### src/rtl/lift_pkg.sv
// Shared definitions for the lift door sequencing stage: state encoding,
// direction codes and default dwell lengths.
package lift_pkg;

  typedef enum logic [1:0] {
    ST_CLOSED    = 2'd0,
    ST_OPENING   = 2'd1,
    ST_OPEN_HOLD = 2'd2,
    ST_CLOSING   = 2'd3
  } door_state_t;

  localparam logic DIR_UP = 1'b0;
  localparam logic DIR_DN = 1'b1;

  localparam int DEF_OPEN_CYCLES  = 50;
  localparam int DEF_HOLD_CYCLES  = 200;
  localparam int DEF_CLOSE_CYCLES = 50;
  localparam int DEF_CNT_W        = 16;

endpackage

### src/rtl/lift_dwell_timer.sv
// Loadable down-counter used for the door dwell phases; done flags count==0.
module lift_dwell_timer #(
  parameter int CNT_W = 16
) (
  input  logic             clk,
  input  logic             reset,
  input  logic             load,
  input  logic [CNT_W-1:0] load_val,
  input  logic             en,
  output logic             done
);

  logic [CNT_W-1:0] count_reg;

  // Load wins over decrement; the counter parks at zero rather than wrapping.
  always_ff @(posedge clk or posedge reset) begin
    if (reset) begin
      count_reg <= '0;
    end else if (load) begin
      count_reg <= load_val;
    end else if (en && (count_reg != '0)) begin
      count_reg <= count_reg - 1'b1;
    end
  end

  assign done = (count_reg == '0);

endmodule

### src/rtl/lift_door_controller.sv
// Door open/hold/close sequencer with dwell timing, request-clear pulses and
// motor interlock (motor allowed only while the door is fully closed).
module lift_door_controller
  import lift_pkg::*;
#(
  parameter int N_FLOORS     = 8,
  parameter int OPEN_CYCLES  = DEF_OPEN_CYCLES,
  parameter int HOLD_CYCLES  = DEF_HOLD_CYCLES,
  parameter int CLOSE_CYCLES = DEF_CLOSE_CYCLES,
  parameter int CNT_W        = DEF_CNT_W
) (
  input  logic                clk,
  input  logic                reset,
  input  logic [N_FLOORS-1:0] i_flr_pos,
  input  logic                i_motion,
  input  logic                i_direction,
  input  logic                i_has_rqst_at_stopped_flr,
  input  logic                i_door_obstruct,
  input  logic                i_open_btn,
  input  logic                i_close_btn,
  output logic                o_motion_enable,
  output logic                o_door_open_cmd,
  output logic                o_door_close_cmd,
  output logic                o_door_closed,
  output logic                o_up_clr,
  output logic                o_dn_clr,
  output logic                o_flr_clr,
  output logic [1:0]          o_state
);

  localparam logic [CNT_W-1:0] OPEN_LOAD  = CNT_W'(OPEN_CYCLES - 1);
  localparam logic [CNT_W-1:0] HOLD_LOAD  = CNT_W'(HOLD_CYCLES - 1);
  localparam logic [CNT_W-1:0] CLOSE_LOAD = CNT_W'(CLOSE_CYCLES - 1);

  door_state_t      state_reg, state_next;
  logic             load, en, done, clr;
  logic [CNT_W-1:0] load_val;
  logic             at_flr, serve, keep_open;

  assign at_flr    = |i_flr_pos;
  assign serve     = ~i_motion & at_flr & (i_has_rqst_at_stopped_flr | i_open_btn);
  assign keep_open = i_door_obstruct | i_open_btn;

  lift_dwell_timer #(.CNT_W(CNT_W)) u_timer (
    .clk      (clk),
    .reset    (reset),
    .load     (load),
    .load_val (load_val),
    .en       (en),
    .done     (done)
  );

  always_comb begin
    state_next = state_reg;
    load       = 1'b0;
    load_val   = '0;
    en         = 1'b0;
    clr        = 1'b0;
    case (state_reg)
      ST_CLOSED: begin
        if (serve) begin
          state_next = ST_OPENING;
          load       = 1'b1;
          load_val   = OPEN_LOAD;
          clr        = 1'b1;
        end
      end
      ST_OPENING: begin
        if (done) begin
          state_next = ST_OPEN_HOLD;
          load       = 1'b1;
          load_val   = HOLD_LOAD;
        end else begin
          en = 1'b1;
        end
      end
      ST_OPEN_HOLD: begin
        // Anything that keeps the door open outranks the close button.
        if (keep_open | i_has_rqst_at_stopped_flr) begin
          load     = 1'b1;
          load_val = HOLD_LOAD;
          clr      = i_has_rqst_at_stopped_flr;
        end else if (i_close_btn || done) begin
          state_next = ST_CLOSING;
          load       = 1'b1;
          load_val   = CLOSE_LOAD;
        end else begin
          en = 1'b1;
        end
      end
      ST_CLOSING: begin
        if (keep_open) begin
          state_next = ST_OPENING;
          load       = 1'b1;
          load_val   = OPEN_LOAD;
        end else if (done) begin
          state_next = ST_CLOSED;
        end else begin
          en = 1'b1;
        end
      end
      default: state_next = ST_CLOSED;
    endcase
  end

  // Outputs are decoded from the next state so every port comes straight off a flop.
  always_ff @(posedge clk or posedge reset) begin
    if (reset) begin
      state_reg        <= ST_CLOSED;
      o_motion_enable  <= 1'b1;
      o_door_closed    <= 1'b1;
      o_door_open_cmd  <= 1'b0;
      o_door_close_cmd <= 1'b0;
      o_up_clr         <= 1'b0;
      o_dn_clr         <= 1'b0;
      o_flr_clr        <= 1'b0;
    end else begin
      state_reg        <= state_next;
      o_motion_enable  <= (state_next == ST_CLOSED);
      o_door_closed    <= (state_next == ST_CLOSED);
      o_door_open_cmd  <= (state_next == ST_OPENING) || (state_next == ST_OPEN_HOLD);
      o_door_close_cmd <= (state_next == ST_CLOSING);
      o_up_clr         <= clr & (i_direction == DIR_UP);
      o_dn_clr         <= clr & (i_direction == DIR_DN);
      o_flr_clr        <= clr;
    end
  end

  assign o_state = state_reg;

endmodule
### config.mk
export PLATFORM = sky130hd
export DESIGN_NAME = lift_door_controller
export DESIGN_NICKNAME = d
export VERILOG_FILES = /design/src/rtl/lift_pkg.sv /design/src/rtl/lift_dwell_timer.sv /design/src/rtl/lift_door_controller.sv
export SDC_FILE = /design/constraint.sdc
export NUM_CORES = 1
export LEC_CHECK = 0
export CORE_ASPECT_RATIO = 0.75
export CORE_MARGIN = 2
export CORE_UTILIZATION = 47
export CTS_BUF_LIST = sky130_fd_sc_hd__clkbuf_2
export CTS_CLUSTER_SIZE = 30
export DETAILED_ROUTE_END_ITERATION = 10
export PLACE_DENSITY = 0.72
export SYNTH_ARGS = -nofsm -noshare
export SYNTH_HDL_FRONTEND = slang
export SYNTH_SLANG_ARGS = --single-unit
### constraint.sdc
create_clock -name clk -period 2.1 [get_ports clk]
set_input_delay 0.42 -clock clk [delete_from_list [all_inputs] [get_ports clk]]
set_output_delay 0.42 -clock clk [all_outputs]
set_load 0.005 [all_outputs]
==> flow_summary_export.csv <==
group,metric,value,unit
grt,grt_max_degree,14,
place,portBuffers,24,
die,die_h,52.2,µm
sta,fmax,0.485,GHz
setup_path,cpMaxStageDelayCell,"dfrtp_1",
route,drt-vias-per-instance,5.72,
power_and_ir_drop,peakVddDrop,0.703,mV
grt,grt_overflow,0,
run,max_cap_violations,0,
final_layout,final_util,0.670,
final_layout,final_area,1970,µm²
clocking,path_clk_slew,220,ps
synthesis,synth_top_area_share,0.396,
route,drc,0,
die,die-area,3560,µm²
sta,drv_slew,0,
synthesis,synth.largest_area_cell,"dfrtp_1",
sta,fin_hold_ws,366,ps
synthesis,ys_warn_count,0,
clocking,cts-root-buf,"clkbuf_2",
synthesis,synth_cell_type_count,51,
setup_path,cp_cell_sequence,"inv_2 > ha_4 > nor4b_4 > nand4_1 > a32oi_2 > buf_6 > a2111oi_1 > nor4_1",
die,initial_core_util,0.495,
synthesis,ys_ff_latch,24,
place,gp_congestion,0.860,
synthesis,yosysSeqAreaShare,0.414,
setup_path,crit_type,"reg -> reg",
route,wl_per_cell,15.4,µm
sta,timing.final.ws_setup,39.5,ps
run_status,status,"finished clean",
die,core-area,2940,µm²
clocking,cts.sinks,24,
sta,finalHoldViolCount,0,
sta,worst_pin_slew,858,ps
sta,skew,9.24,ps
setup_path,start_kind,"flip-flop",
sta,layout_min_cycle_time,2060,ps
final_layout,drive_gt1_frac,0.284,
setup_path,cp.required,2340,ps
route,final_antenna_net_count,0,
die,boundaryPins,25,
synthesis,synth-edff-count,0,
sta,grt_setup_unrepaired,"true",
clocking,cts_tree,"done",
die,die_w,68.2,µm
power_and_ir_drop,p_total,2.41,mW
synthesis,avgSynthCellArea,10.0,µm²
synthesis,synth-main-ff-cell,"dfrtp_1",
place,dp_slack,-240,ps
clocking,cts_buffer_depth,2,
clocking,cts_buffers,3,
grt,grt_usage,0.215,
final_layout,area_delta_synth_final,35.2,%
min_path,hold_class,"in -> async",
final_layout,largest_reg_flops,16,
clocking,worstSkewPairLatency,340,ps
synthesis,netlist_area,1450,µm²
power_and_ir_drop,leakagePower,0.809,nW
final_layout,num_antenna_cells,0,
setup_path,cpPeakStageDelay,450,ps
clocking,ctsHtreeMaxLevel,1,
sta,slew_headroom,0.428,
route,drt_iter0_drc,71,
synthesis,synthArstFlopShare,1.00,
final_layout,n_fill_cell,224,
die,rows,17,
synthesis,syn-num-nets,163,
power_and_ir_drop,power_density,1220,nW/µm²
setup_path,critPathCaptureType,"flip-flop",
synthesis,ys_top_cells_by_area,"dfrtp_1 (40%), xnor2_1 (6.0%), nor2_1 (5.2%)",
synthesis,synthCells,145,
place,placed_area,1850,µm²
sta,finalCritPeriodShare,0.981,
setup_path,arrival,2300,ps
final_layout,finish.net_count,209,
grt,grt_pass1_vias,1238,
place,hpwl,2600,µm
sta,setup_violations,0,
grt,grt_pass1_wl,5740,µm
route,first_pass_iters,4,
route,routed_wl,3520,µm
route,num_vias,1305,
setup_path,crit_fanout,6,
grt,antenna_found_initial,0,
## cells in the final DEF, fill, tap and decap left out, drive strengths merged, types with 2 or more instances in the layout
master | synthesis | final
and4 | 2 | 2
o21ai | 3 | 3
and3 | 3 | 3
nor4 | 13 | 13
xnor2 | 10 | 10
inv | 5 | 5
and2 | 3 | 3
nand3b | 2 | 2
nor4b | 2 | 2
o31a | 2 | 2
ha | 2 | 2
nor2 | 21 | 21
a21o | 3 | 3
nor3 | 9 | 9
nor2b | 2 | 2
a31oi | 2 | 2
nand2 | 2 | 2
a2111oi | 3 | 3
clkbuf | 1 | 3
dfrtp | 23 | 23
nand3 | 2 | 2
or2 | 2 | 2
a221oi | 2 | 2
buf | 5 | 23
clkdlybuf4s50 | 0 | 24
nand4 | 4 | 4
nand2b | 2 | 2
a211oi | 2 | 2
## path summary, 6_finish.rpt
kind,start,endpoint,slack (ps),depth (start not counted)
max in group asynchronous,reset,o_dn_clr,1170,3
min in group clk,u_timer.count_reg[10],u_timer.count_reg[10],610,2
hold / removal,reset,u_timer.count_reg[9],370,2
hold reg to reg,u_timer.count_reg[10],u_timer.count_reg[10],610,2
setup reg to reg,u_timer.count_reg[1],u_timer.count_reg[2],40,8
setup / recovery,u_timer.count_reg[1],u_timer.count_reg[2],40,8
## synth_stat cells, drive strengths merged (4+ instances only)
| master | number |
|---|---|
| buf | 5 |
| dfrtp | 23 |
| inv | 5 |
| nand4 | 4 |
| nor2 | 21 |
| nor3 | 9 |
| nor4 | 13 |
| xnor2 | 10 |
## layout make-up
type	instances	area (µm²)	share of cell area
Clock buffer	3	15.0	0.00764
Clock inverter	1	3.75	0.00191
Inverter	5	18.8	0.00955
Multi-Input combinational cell	110	845	0.430
Sequential cell	24	603	0.307
Tap cell	38	47.5	0.0242
Timing Repair Buffer	47	433	0.220
## kinds of logic (layout without fill, tap and decap cells)
family	Yosys count	count (layout)	share of synthesized area
AND/OR/NAND/NOR	72	72	0.309
AO/OA/AOI/OAI	26	26	0.156
flip-flops	24	24	0.414
buffers and inverters	11	56	0.0439
XOR/XNOR	10	10	0.0602
adder cells (fa/ha/maj)	2	2	0.0172
## layer usage
layer | vias to the layer above | track usage | wire length [µm]
met5 | - | 0 | 0
met4 | 0 | 0.0367 | 31
met3 | 4 | 0.0563 | 133
met2 | 24 | 0.328 | 1700
met1 | 640 | 0.310 | 1650
li1 | 637 | - | -
## per-stage QoR
step / setup TNS, ps / std cells
floorplan: 0 / 145
finish: 0 / 228
detailed placement: -3130 / 220
CTS: -15.5 / 225
global route: -1180 / 228
global placement: -1740 / 220
## worst max-delay path: cells and delay by family, from the launching register on
kind	cells	cell delay, ps
AO/OA/AOI/OAI	2	320
adder cells (fa/ha/maj)	1	130
buffers and inverters	2	250
flip-flops	1	450
AND/OR/NAND/NOR	3	810
## report_power, final
part,switching [mW],internal [mW]
registers,0.179,0.623
logic,0.677,0.752
clock network,0.135,0.0414
## what timing repair did
| item | in CTS | in global routing |
|---|---|---|
| setup endpoints to repair | 15 | 18 |
| gates resized for setup | 2 | 14 |
| cloned | 0 | 0 |
| pin swaps | 2 | 4 |
| hold buffers | 0 | 0 |
| setup buffers | 1 | 3 |
No activity file was read; power rests on OpenSTA's default activity.
